===== src/rtl/alarm_pkg.sv =====
// Shared codes for the security-chip alarm FSM and its response-side companion.
package alarm_pkg;

  localparam int DIGIT_W = 4;

  typedef enum logic [1:0] {
    ST_OFF       = 2'd0,
    ST_ARMED     = 2'd1,
    ST_TRIGGERED = 2'd2,
    ST_ALARM_ON  = 2'd3
  } fsm_state_e;

  typedef enum logic [2:0] {
    RS_IDLE    = 3'd0,
    RS_WARN    = 3'd1,
    RS_GRACE   = 3'd2,
    RS_SIREN   = 3'd3,
    RS_LOCKOUT = 3'd4
  } resp_state_e;

endpackage


===== src/rtl/code_checker.sv =====
// Two-digit keypad code checker: digit buffer, pending flag, compare against CODE
// and a saturating 3-bit wrong-code counter.
module code_checker
  import alarm_pkg::*;
#(
  parameter logic [2*DIGIT_W-1:0] CODE = 8'hA5
) (
  input  logic               clk,
  input  logic               rst,
  input  logic               en,
  input  logic               clr,
  input  logic               key_valid,
  input  logic [DIGIT_W-1:0] key_digit,
  output logic               match_pulse,
  output logic               mismatch_pulse,
  output logic [2:0]         fail_cnt
);

  logic               pending_reg;
  logic [DIGIT_W-1:0] first_reg;
  logic [2:0]         fail_cnt_reg;
  logic               complete;

  // A strobe while a first digit is pending completes an attempt.
  assign complete       = en && key_valid && pending_reg;
  assign match_pulse    = complete && ({first_reg, key_digit} == CODE);
  assign mismatch_pulse = complete && ({first_reg, key_digit} != CODE);
  assign fail_cnt       = fail_cnt_reg;

  always_ff @(posedge clk or posedge rst) begin
    if (rst) begin
      pending_reg  <= 1'b0;
      first_reg    <= '0;
      fail_cnt_reg <= 3'd0;
    end else begin
      if (clr) begin
        pending_reg <= 1'b0;
        first_reg   <= '0;
      end else if (en && key_valid) begin
        if (!pending_reg) begin
          first_reg   <= key_digit;
          pending_reg <= 1'b1;
        end else begin
          first_reg   <= '0;
          pending_reg <= 1'b0;
        end
      end

      if (match_pulse) begin
        fail_cnt_reg <= 3'd0;
      end else if (mismatch_pulse && (fail_cnt_reg != 3'd7)) begin
        fail_cnt_reg <= fail_cnt_reg + 3'd1;
      end
    end
  end

endmodule


===== src/rtl/alarm_responder.sv =====
// Annunciator side of the alarm: warning beep, grace period, siren and keypad disarm.
// Optional wrong-code lockout is enabled by defining RESPONDER_LOCKOUT_EN.
module alarm_responder
  import alarm_pkg::*;
#(
  parameter int                   GRACE_CYCLES = 16,
  parameter int                   BEEP_HALF    = 4,
  parameter logic [2*DIGIT_W-1:0] CODE         = 8'hA5,
  parameter int                   MAX_TRIES    = 3
) (
  input  logic               clk,
  input  logic               rst,
  input  logic               alarm_in,
  input  logic [1:0]         state_in,
  input  logic               key_valid,
  input  logic [DIGIT_W-1:0] key_digit,
  output logic               siren,
  output logic               beep,
  output logic               disarm_req,
  output logic               lockout,
  output logic [2:0]         resp_state
);

  localparam int GRACE_W = (GRACE_CYCLES > 1) ? $clog2(GRACE_CYCLES) : 1;
  localparam int BEEP_W  = (BEEP_HALF > 1) ? $clog2(BEEP_HALF) : 1;

  resp_state_e        state_reg, state_next;
  logic [GRACE_W-1:0] grace_cnt_reg;
  logic [BEEP_W-1:0]  beep_cnt_reg;
  logic               siren_reg, beep_reg, disarm_req_reg, lockout_reg;
  logic               key_en, clr_buf, ext_reset, lock_hit;
  logic               match_pulse, mismatch_pulse;
  logic [2:0]         fail_cnt;

  assign key_en    = (state_reg == RS_WARN) || (state_reg == RS_GRACE) || (state_reg == RS_SIREN);
  assign ext_reset = !alarm_in && (state_in != ST_ALARM_ON);
  assign clr_buf   = (state_next == RS_IDLE) && (state_reg != RS_IDLE);

  code_checker #(
    .CODE(CODE)
  ) u_code_checker (
    .clk           (clk),
    .rst           (rst),
    .en            (key_en),
    .clr           (clr_buf),
    .key_valid     (key_valid),
    .key_digit     (key_digit),
    .match_pulse   (match_pulse),
    .mismatch_pulse(mismatch_pulse),
    .fail_cnt      (fail_cnt)
  );

`ifdef RESPONDER_LOCKOUT_EN
  // The fail count has not yet been bumped for the attempt completing now.
  assign lock_hit = mismatch_pulse && (fail_cnt >= 3'(MAX_TRIES - 1));
`else
  logic unused_lock;
  assign lock_hit    = 1'b0;
  assign unused_lock = mismatch_pulse ^ (^fail_cnt) ^ (fail_cnt >= 3'(MAX_TRIES - 1));
`endif

  // A correct code has priority over every other event, including grace expiry.
  always_comb begin
    state_next = state_reg;
    case (state_reg)
      RS_IDLE: begin
        if (alarm_in)                       state_next = RS_GRACE;
        else if (state_in == ST_TRIGGERED)  state_next = RS_WARN;
      end
      RS_WARN: begin
        if (match_pulse)                    state_next = RS_IDLE;
        else if (lock_hit)                  state_next = RS_LOCKOUT;
        else if (alarm_in)                  state_next = RS_GRACE;
        else if ((state_in == ST_OFF) || (state_in == ST_ARMED))
                                            state_next = RS_IDLE;
      end
      RS_GRACE: begin
        if (match_pulse)                    state_next = RS_IDLE;
        else if (lock_hit)                  state_next = RS_LOCKOUT;
        else if (ext_reset)                 state_next = RS_IDLE;
        else if (grace_cnt_reg == '0)       state_next = RS_SIREN;
      end
      RS_SIREN: begin
        if (match_pulse)                    state_next = RS_IDLE;
        else if (lock_hit)                  state_next = RS_LOCKOUT;
        else if (ext_reset)                 state_next = RS_IDLE;
      end
      RS_LOCKOUT: state_next = RS_LOCKOUT;
      default:    state_next = RS_IDLE;
    endcase
  end

  // Outputs are registered from the next state so they move on the same edge as the state.
  always_ff @(posedge clk or posedge rst) begin
    if (rst) begin
      state_reg      <= RS_IDLE;
      grace_cnt_reg  <= '0;
      beep_cnt_reg   <= '0;
      siren_reg      <= 1'b0;
      beep_reg       <= 1'b0;
      disarm_req_reg <= 1'b0;
      lockout_reg    <= 1'b0;
    end else begin
      state_reg <= state_next;

      if ((state_next == RS_GRACE) && (state_reg != RS_GRACE)) begin
        grace_cnt_reg <= GRACE_W'(GRACE_CYCLES - 1);
      end else if ((state_reg == RS_GRACE) && (grace_cnt_reg != '0)) begin
        grace_cnt_reg <= grace_cnt_reg - 1'b1;
      end

      if (state_next == RS_WARN) begin
        if (state_reg != RS_WARN) begin
          beep_cnt_reg <= '0;
          beep_reg     <= 1'b0;
        end else if (beep_cnt_reg == BEEP_W'(BEEP_HALF - 1)) begin
          beep_cnt_reg <= '0;
          beep_reg     <= ~beep_reg;
        end else begin
          beep_cnt_reg <= beep_cnt_reg + 1'b1;
        end
      end else begin
        beep_cnt_reg <= '0;
        beep_reg     <= (state_next == RS_GRACE);
      end

      siren_reg      <= (state_next == RS_SIREN) || (state_next == RS_LOCKOUT);
      lockout_reg    <= (state_next == RS_LOCKOUT);
      disarm_req_reg <= match_pulse;
    end
  end

  assign siren      = siren_reg;
  assign beep       = beep_reg;
  assign disarm_req = disarm_req_reg;
  assign lockout    = lockout_reg;
  assign resp_state = state_reg;

endmodule


===== config.mk =====
export PLATFORM = sky130hd
export DESIGN_NAME = alarm_responder
export DESIGN_NICKNAME = d
export VERILOG_FILES = /design/src/rtl/alarm_pkg.sv /design/src/rtl/code_checker.sv /design/src/rtl/alarm_responder.sv
export SDC_FILE = /design/constraint.sdc
export NUM_CORES = 1
export LEC_CHECK = 0
export CAP_MARGIN = 20
export CORE_ASPECT_RATIO = 1.4
export CORE_MARGIN = 1.5
export CORE_UTILIZATION = 45
export CTS_BUF_LIST = sky130_fd_sc_hd__clkbuf_4 sky130_fd_sc_hd__clkbuf_8
export DETAILED_ROUTE_END_ITERATION = 10
export GPL_ROUTABILITY_DRIVEN = 0
export PLACE_DENSITY = 0.66
export SLEW_MARGIN = 30
export SYNTH_ARGS = -nofsm -noshare
export SYNTH_HDL_FRONTEND = slang
export SYNTH_HIERARCHICAL = 1
export SYNTH_SLANG_ARGS = --single-unit

===== constraint.sdc =====
create_clock -name clk -period 4 [get_ports clk]
set_clock_uncertainty 0.15 [all_clocks]
set_input_delay 1 -clock clk [delete_from_list [all_inputs] [get_ports clk]]
set_output_delay 1 -clock clk [all_outputs]
set_load 0.01 [all_outputs]

==> results of run 1 <==
[metrics by stage]
stage                     utilization [%]  power (W)  setup slack [ns]  hold slack [ns]  instance area [µm²]
after detailed placement             59.1   0.000398             0.633            0.288                 1050
after global routing                 60.4   0.000511             0.677            0.337                 1070
final                                60.4   0.000477             0.942            0.293                 1070
after floorplan                         -   0.000347              1.47            0.265                  867
after CTS                            60.4   0.000484             0.939            0.301                 1070
after global placement               59.1   0.000394             0.726            0.279                 1050
[worst paths after layout]
kind / startpoint / endpoint
setup / recovery: key_valid / u_code_checker/pending_reg
setup reg to reg: resp_state[0] / u_code_checker/pending_reg
min in group asynchronous: rst / u_code_checker/first_reg[0]
hold reg to reg: beep_cnt_reg[0] / beep_cnt_reg[0]
max in group asynchronous: rst / grace_cnt_reg[2]
hold / removal: beep_cnt_reg[0] / beep_cnt_reg[0]
[cell usage in the layout, fill, tap and decap left out, drive strengths merged]
master	n
o211ai	1
nand4bb	2
a21o	1
nand3b	1
nand4b	4
clkbuf	3
dfrtp	18
clkdlybuf4s50	16
a221o	1
or3	3
o311ai	1
inv	5
ha	2
o21bai	1
nor2	7
nand3	4
nand2b	4
a21oi	6
and2	2
o21ai	4
xor2	1
xnor2	1
nor4b	1
nor3	4
nand2	9
a211o	1
[routing by layer]
layer	GRT usage (%)	up-vias	wire length [µm]	share of wire, %
met5	0	-	0	0
met4	10.3	0	20	1.2
met3	3.60	2	39	2.3
met2	30.1	9	893	54
met1	21.0	330	711	43
li1	-	337	-	-
[area by class of cell]
class | count | area (µm²)
inverter | 5 | 18.8
sequential | 18 | 450
tap | 20 | 25.0
clock buffer | 3 | 22.5
multi-input combinational | 61 | 398
timing repair buffer | 16 | 160
fill | 151 | 704
[power by group through the flow]
stage | Sequential [W] | Clock [W] | Combinational, W
after detailed placement | 0.000254 | 0 | 0.000143
after floorplan | 0.000248 | 0 | 0.0000988
after CTS | 0.000250 | 0.0000895 | 0.000144
final | 0.000251 | 0.0000843 | 0.000142
after global placement | 0.000254 | 0 | 0.000140
after global routing | 0.000256 | 0.0000962 | 0.000159
==> out/results.tsv, run 1 <==
stage	metric	value	unit
clock_network	cts_sinks	18	
clock_network	cts_tree	done	
worst_setup_path	path_depth	8	
clock_network	cts_buffer_depth	2	
sta	max_freq	327	MHz
die	die_h	54.9	µm
sta	hold_viol	0	
detailed_routing	wl	1660	µm
yosys	synth_nets	96	
clock_network	path_clk_slew	0.09	ns
power	netSwitchingFraction	31.8	%
detailed_routing	drcViolationCount	0	
yosys	avgSynthCellArea	10.3	µm²
worst_setup_path	critical_path_class	in -> reg	
power	ir_worst_vdd	262	µV
worst_setup_path	r2r_setup_slack	1.28	ns
grt	grt_max_degree	14	
outcome	status	finished, final reports clean	
min_path	min_path_type	reg -> reg	
sta	tightestPinTransition	0.557	ns
worst_setup_path	worstSetupStartpointType	primary input	
flow_run	cap_violations	0	
detailed_routing	vias	678	
sta	fin_crit	3.06	ns
min_path	whs_path_depth	1	
worst_setup_path	path_max_fanout	6	
clock_network	insertion_delay	0.28	ns
clock_network	cts_resized	0	
place	portBuffers	16	
detailed_routing	drt_iter0_markers	10	
worst_setup_path	crit_required	4.00	ns
cells_and_area	fin_cells	123	
sta	finalSetupViolations	0	
cells_and_area	nNetsFinal	117	
worst_setup_path	slowest_stage	clkdlybuf4s50_1	
power	combPwrFrac	29.8	%
power	p_per_area	444	nW/µm²
sta	period_share	76.5	%
grt	grt_first_pass_wirelength	2610	µm
clock_network	cts_htree_levels	1	
grt	antenna_found_initial	0	
place	hpwl	1320	µm
power	p_leak	0.466	nW
worst_setup_path	critical-path-top-delay-family	simple AND/OR/NAND/NOR gates	
die	row_count	18	
sta	slew_violations	0	
die	fp.coreArea	1780	µm²
cells_and_area	antenna_cells	0	
die	dieArea	2200	µm²
detailed_routing	via_per_inst	5.51	
power	internal-power	0.000325	W
power	clkPwrFrac	17.7	%
worst_setup_path	max_stage_delay	0.55	ns
clock_network	post_cts_buffers	0	
cells_and_area	drive_above_1_share	9.71	%
die	die_w	40.1	µm
grt	first_global_vias	623	
grt	grt_overflow	0	
power	p_seq_share	52.6	%
clock_network	cts.hold.buffers_added	0	
cells_and_area	synthToLayoutAreaGrowth	24.0	%
worst_setup_path	cp_num_buf_inv	1	
place	dp_cells	120	
die	ios	17	
clock_network	numCtsBuffers	3	
die	initial_core_util	48.7	%
detailed_routing	post_drt_wl_per_cell	13.5	µm
yosys	netlist_area	867	µm²
clock_network	clk_root_buffer_cell	clkbuf_4	
yosys	ys_warn_count	6	
sta	rsz0062_at_grt	false	
detailed_routing	ant_nets	0	
sta	max_slew_margin	62.6	%
detailed_routing	first_pass_iters	4	
worst_setup_path	end_kind	register	
power	switchingPower	0.000152	W
grt	grtUsageTotal	18.1	%
worst_setup_path	r2r_cells	9	
worst_setup_path	crit_chain	clkdlybuf4s50_1 > nand3_1 > nor3_1 > nand2_1 > nand3_1 > nand2_1 > nor3_1 > nor2_1	
worst_setup_path	critPathArrivalTime	3.06	ns
yosys	syn_inst	84	
sta	final.setup.tns	0	ns
Power figures use the tool's default switching activity.
==> run 2, diff against run 1 <==
--- a/config.mk
+++ b/config.mk
@@ -12,7 +12,7 @@
 export CTS_BUF_LIST = sky130_fd_sc_hd__clkbuf_4 sky130_fd_sc_hd__clkbuf_8
 export DETAILED_ROUTE_END_ITERATION = 10
 export GPL_ROUTABILITY_DRIVEN = 0
-export PLACE_DENSITY = 0.66
+export PLACE_DENSITY = 0.69
 export SLEW_MARGIN = 30
 export SYNTH_ARGS = -nofsm -noshare
 export SYNTH_HDL_FRONTEND = slang
==> constraint.sdc (replaced) <==
create_clock -name clk -period 2.5 [get_ports clk]
set_clock_uncertainty 0.15 [all_clocks]
set_input_delay 0.625 -clock clk [delete_from_list [all_inputs] [get_ports clk]]
set_output_delay 0.625 -clock clk [all_outputs]
set_load 0.01 [all_outputs]
==> run 2 against run 1 <==
Against the previous run:
- register-to-register slack worse by 1.1 ns
- setup slack worse by 0.75 ns
- sequential power is 61% higher
- power is 74% higher
- highest routed layer unchanged
==> out/results.tsv, run 2 (synthesized netlist as in run 1, its figures left out) <==
stage	metric	value	unit	change
outcome	status	finished, final reports clean		unchanged
sta	slew_violations	0		unchanged
worst_setup_path	end_kind	register		unchanged
sta	tightestPinTransition	0.503	ns	was 0.557 ns
clock_network	clk_root_buffer_cell	clkbuf_4		unchanged
worst_setup_path	crit_required	2.56	ns	was 4.00 ns
worst_setup_path	r2r_setup_slack	0.20	ns	was 1.28 ns
detailed_routing	first_pass_iters	4		unchanged
clock_network	path_clk_slew	0.10	ns	was 0.09 ns
cells_and_area	synthToLayoutAreaGrowth	35.9	%	was 24.0%
cells_and_area	nNetsFinal	128		was 117
sta	fin_crit	2.30	ns	
clock_network	insertion_delay	0.28	ns	about the same
clock_network	cts_buffer_depth	2		unchanged
die	row_count	18		unchanged
sta	max_freq	434	MHz	
clock_network	cts_tree	done		unchanged
worst_setup_path	critPathArrivalTime	2.37	ns	was 3.06 ns
worst_setup_path	path_max_fanout	6		unchanged
power	p_leak	0.529	nW	was 0.466 nW
flow_run	cap_violations	0		unchanged
sta	rsz0062_at_grt	false		unchanged
power	p_per_area	702	nW/µm²	was 444 nW/µm²
die	die_h	54.9	µm	unchanged
grt	grt_max_degree	14		unchanged
cells_and_area	drive_above_1_share	20.9	%	was 9.71%
worst_setup_path	slowest_stage	or3_2		was clkdlybuf4s50_1
clock_network	cts_htree_levels	1		unchanged
cells_and_area	fill_cells	150		was 151
detailed_routing	via_per_inst	5.40		was 5.51
die	die_w	40.1	µm	unchanged
detailed_routing	vias	729		was 678
detailed_routing	ant_nets	0		unchanged
sta	hold_viol	0		unchanged
detailed_routing	drcViolationCount	0		unchanged
sta	whs	0.299	ns	was 0.293 ns
grt	antenna_found_initial	0		unchanged
sta	period_share	92.2	%	
cells_and_area	fin_cells	135		was 123
grt	grt_first_pass_wirelength	2890	µm	was 2610 µm
cells_and_area	antenna_cells	0		unchanged
die	ios	17		unchanged
detailed_routing	wl	1750	µm	was 1660 µm
place	place_ws	-0.163	ns	was 0.633 ns
die	dieArea	2200	µm²	unchanged
grt	grt_overflow	0		unchanged
place	dp_cells	131		was 120
worst_setup_path	crit_chain	nor2_1 > nor2_2 > nand3_1 > nor3_2 > or3_2 > o21ai_2 > nor3_1 > buf_4 > a21oi_1		was clkdlybuf4s50_1 > nand3_1 > nor3_1 > nand2_1 > nand3_1 > nand2_1 > nor3_1 > nor2_1
worst_setup_path	max_stage_delay	0.53	ns	was 0.55 ns
grt	grtUsageTotal	19.2	%	was 18.1%
sta	layout_setup_ws	0.195	ns	was 0.942 ns
place	hpwl	1450	µm	was 1320 µm
cells_and_area	most-common-layout-cells	18 x dfrtp_1, 16 x clkdlybuf4s50_1, 11 x buf_4		was 18 x dfrtp_1, 16 x clkdlybuf4s50_1, 9 x nand2_1
clock_network	cts_sinks	18		unchanged
die	initial_core_util	48.7	%	unchanged
worst_setup_path	critical_path_class	reg -> reg		was in -> reg
sta	max_slew_margin	66.4	%	was 62.6%
min_path	min_path_type	reg -> reg		unchanged
cells_and_area	layout_commonest_cell	dfrtp_1		unchanged
sta	finalSetupViolations	0		unchanged
detailed_routing	drt_iter0_markers	10		unchanged
die	fp.coreArea	1780	µm²	unchanged
grt	first_global_vias	700		was 623
place	portBuffers	16		unchanged
detailed_routing	post_drt_wl_per_cell	13.0	µm	was 13.5 µm
clock_network	numCtsBuffers	3		unchanged
power	ir_worst_vdd	492	µV	was 262 µV
worst_setup_path	worstSetupStartpointType	register		was primary input
clock_network	cts.hold.buffers_added	0		unchanged
[run 2: cell types whose count changed in the layout (fill, tap and decap cells not counted), sizes merged]
cell	previous run	this run
clkbuf	3	4
buf	0	11
[run 2: final cells by class]
cell class                 instances  area, µm²  area share (%)
tap                               20       25.0            2.12
multi-input combinational         61        405            34.4
inverter                           5       18.8            1.59
clock buffer                       4       36.3            3.08
timing repair buffer              27        243            20.6
sequential                        18        450            38.2
[run 2: critical path, delay by kind of cell, from the launching register on]
kind | cells | cell delay [ns]
AO/OA/AOI/OAI | 2 | 0.26
buffers and inverters | 1 | 0.16
flip-flops | 1 | 0.47
AND/OR/NAND/NOR | 6 | 1.20
[run 2: stage by stage]
stage	util (%)	TNS (ns)	cell area (µm²)	power, W
finish	66.2	0	1180	0.000828
global route	66.2	0	1180	0.000884
CTS	65.8	0	1170	0.000836
detailed placement	63.8	-0.922	1130	0.000662
global placement	63.8	-0.455	1130	0.000648
floorplan	-	0	867	0.000556
[run 2: what timing repair did]
action,CTS,global route
resized for setup,0,2
setup endpoints to repair,0,6
hold endpoints to repair,0,0
setup buffers,0,0
[run 2: worst paths after layout]
check | startpoint | end | cells after the start
max | resp_state[1] | u_code_checker/first_reg[0] | 9
max reg2reg | resp_state[1] | u_code_checker/first_reg[0] | 9
max in group asynchronous | rst | beep_cnt_reg[0] | 2
min in group asynchronous | rst | u_code_checker/first_reg[2] | 2
min reg2reg | beep_cnt_reg[0] | beep_cnt_reg[0] | 1
min | beep_cnt_reg[0] | beep_cnt_reg[0] | 1
[run 2: metal layers]
layer | vias up | track usage (%) | share of wire [%]
li1 | 364 | - | -
met1 | 348 | 24.5 | 42
met2 | 15 | 32.5 | 54
met3 | 2 | 2.40 | 3.1
met4 | 0 | 6.90 | 0.74
met5 | - | 0 | 0
[run 2: power by group]
| part | switching (W) | internal (W) | total [W] |
|---|---|---|---|
| logic | 0.000121 | 0.000132 | 0.000253 |
| registers | 0.0000532 | 0.000350 | 0.000403 |
| clock network | 0.0000831 | 0.0000885 | 0.000172 |
| total | 0.000258 | 0.000570 | 0.000828 |
==> run 3, diff against run 2 <==
--- a/config.mk
+++ b/config.mk
@@ -11,7 +11,6 @@
 export CORE_UTILIZATION = 45
 export CTS_BUF_LIST = sky130_fd_sc_hd__clkbuf_4 sky130_fd_sc_hd__clkbuf_8
 export DETAILED_ROUTE_END_ITERATION = 10
-export GPL_ROUTABILITY_DRIVEN = 0
 export PLACE_DENSITY = 0.69
 export SLEW_MARGIN = 30
 export SYNTH_ARGS = -nofsm -noshare
==> constraint.sdc (replaced) <==
create_clock -name clk -period 2.5 [get_ports clk]
set_clock_uncertainty 0.15 [all_clocks]
set_input_delay 0.375 -clock clk [delete_from_list [all_inputs] [get_ports clk]]
set_output_delay 0.375 -clock clk [all_outputs]
set_load 0.01 [all_outputs]
==> run 3 against run 2 <==
Against the previous run:
- cell count down 4.4%
- setup slack improved by 0.0058 ns
- hold slack got worse by 0.14 ns
- critical path type unchanged
- combinational power down 3%
- via count decreased by 1.9%
- critical path depth did not move
- power down 0.36%
- register-to-register slack hardly changed
- final area is 3.8% lower
- flip-flop and latch count stayed put
- first-iteration DRC count unchanged
- global-route usage unchanged
==> out/results.tsv, run 3 (synthesized netlist as in run 1, its figures left out) <==
stage	metric	value	unit	change
outcome	status	finished, final reports clean		unchanged
clock_network	cts_sinks	18		unchanged
die	fp.coreArea	1780	µm²	unchanged
worst_setup_path	cp_num_buf_inv	1		unchanged
sta	max_freq	435	MHz	was 434 MHz
grt	grtUsageTotal	19.2	%	unchanged
die	ios	17		unchanged
cells_and_area	drive_above_1_share	16.5	%	was 20.9%
sta	slew_violations	0		unchanged
worst_setup_path	r2r_cells	9		unchanged
power	p_per_area	728	nW/µm²	was 702 nW/µm²
clock_network	cts_tree	done		unchanged
worst_setup_path	worstSetupStartpointType	register		unchanged
sta	hold_viol	0		unchanged
worst_setup_path	end_kind	register		unchanged
sta	final.setup.tns	0	ns	unchanged
place	hpwl	1440	µm	was 1450 µm
clock_network	insertion_delay	0.29	ns	was 0.28 ns
detailed_routing	first_pass_iters	4		unchanged
cells_and_area	antenna_cells	0		unchanged
worst_setup_path	critical_path_class	reg -> reg		unchanged
worst_setup_path	path_max_fanout	6		unchanged
cells_and_area	fill_cells	154		was 150
min_path	min_path_type	in -> async		was reg -> reg
clock_network	cts_buffer_depth	2		unchanged
detailed_routing	drt_iter0_markers	10		unchanged
grt	antenna_found_initial	0		unchanged
grt	grt_overflow	0		unchanged
detailed_routing	vias	715		was 729
cells_and_area	nNetsFinal	122		was 128
worst_setup_path	crit_required	2.56	ns	about the same
clock_network	numCtsBuffers	3		unchanged
sta	tightestPinTransition	0.523	ns	was 0.503 ns
detailed_routing	post_drt_wl_per_cell	14.0	µm	was 13.0 µm
flow_run	cap_violations	0		unchanged
worst_setup_path	critical-path-top-delay-family	simple AND/OR/NAND/NOR gates		unchanged
power	ir_worst_vdd	482	µV	was 492 µV
worst_setup_path	max_stage_delay	0.53	ns	about the same
grt	grt_first_pass_wirelength	2790	µm	was 2890 µm
detailed_routing	ant_nets	0		unchanged
place	portBuffers	16		unchanged
detailed_routing	via_per_inst	5.54		was 5.40
cells_and_area	synthToLayoutAreaGrowth	30.7	%	was 35.9%
detailed_routing	drcViolationCount	0		unchanged
die	dieArea	2200	µm²	unchanged
clock_network	path_clk_slew	0.10	ns	about the same
die	die_w	40.1	µm	unchanged
cells_and_area	most-common-layout-cells	18 x dfrtp_1, 16 x clkdlybuf4s50_1, 9 x nand2_1		was 18 x dfrtp_1, 16 x clkdlybuf4s50_1, 11 x buf_4
clock_network	cts.hold.buffers_added	0		unchanged
sta	period_share	92.0	%	was 92.2%
worst_setup_path	slowest_stage	or3_2		unchanged
clock_network	cts_htree_levels	1		unchanged
sta	fin_crit	2.30	ns	about the same
die	row_count	18		unchanged
cells_and_area	layout_commonest_cell	dfrtp_1		unchanged
worst_setup_path	crit_chain	nor2_1 > nor2_2 > nand3_1 > nor3_2 > or3_2 > o21ai_2 > nor3_1 > buf_4 > a21oi_1		unchanged
detailed_routing	wl	1800	µm	was 1750 µm
worst_setup_path	path_depth	9		unchanged
grt	first_global_vias	634		was 700
grt	grt_max_degree	14		unchanged
place	gp_congestion	0.774		
worst_setup_path	critPathArrivalTime	2.36	ns	was 2.37 ns
clock_network	clk_root_buffer_cell	clkbuf_4		unchanged
power	p_total	0.000825	W	was 0.000828 W
sta	finalSetupViolations	0		unchanged
die	initial_core_util	48.7	%	unchanged
die	die_h	54.9	µm	unchanged
sta	rsz0062_at_grt	false		unchanged
power	p_leak	0.500	nW	was 0.529 nW
sta	max_slew_margin	65.1	%	was 66.4%
==> run 3: cell type report <==
class	instances	area [µm²]	area share, %
sequential	18	450	39.7
multi-input combinational	61	405	35.8
timing repair buffer	21	198	17.4
clock buffer	4	36.3	3.20
tap	20	25.0	2.21
inverter	5	18.8	1.66
==> run 3: power by group <==
group / internal (W) / switching, W
Sequential: 0.000350 / 0.0000529
Combinational: 0.000124 / 0.000121
Clock: 0.0000887 / 0.0000885
==> run 3: final timing paths <==
path	start	end	slack, ns
min in group clk	beep_cnt_reg[0]	beep_cnt_reg[0]	0.29
hold / removal	rst	u_code_checker/first_reg[0]	0.16
setup / recovery	resp_state[1]	u_code_checker/first_reg[1]	0.20
hold reg to reg	beep_cnt_reg[0]	beep_cnt_reg[0]	0.29
max in group asynchronous	rst	beep	1.56
setup reg to reg	resp_state[1]	u_code_checker/first_reg[1]	0.20
==> run 3: worst reg2reg max path: stages (launching register included) <==
cell	delay (ns)
dfrtp_1	0.46
nor2_1	0.29
nor2_2	0.12
nand3_1	0.12
nor3_2	0.06
or3_2	0.53
o21ai_2	0.15
nor3_1	0.07
buf_4	0.16
a21oi_1	0.13
==> run 3: per-stage QoR <==
step                cells  hold WS [ns]  area (µm²)  worst slack [ns]  utilization, %
floorplan              84       0.00352         867             0.227               -
global placement      125         0.281        1090             0.191            61.3
detailed placement    125         0.288        1090             0.101            61.3
CTS                   129         0.154        1130             0.137            63.3
global route          129         0.175        1130            0.0572            63.7
finish                129         0.156        1130             0.201            63.7
==> run 3: per-layer routing <==
layer | GRT usage, % | share of wire, % | vias to the layer above
li1 | - | - | 352
met1 | 24.0 | 43 | 346
met2 | 33.1 | 54 | 15
met3 | 2.40 | 2.8 | 2
met4 | 6.90 | 0.89 | 0
met5 | 0 | 0 | -
==> run 3: repair_timing <==
item / CTS / global route
gates resized for setup: 0 / 2
setup buffers: 0 / 0
hold endpoints to repair: 0 / 0
endpoints found under the setup margin: 0 / 6
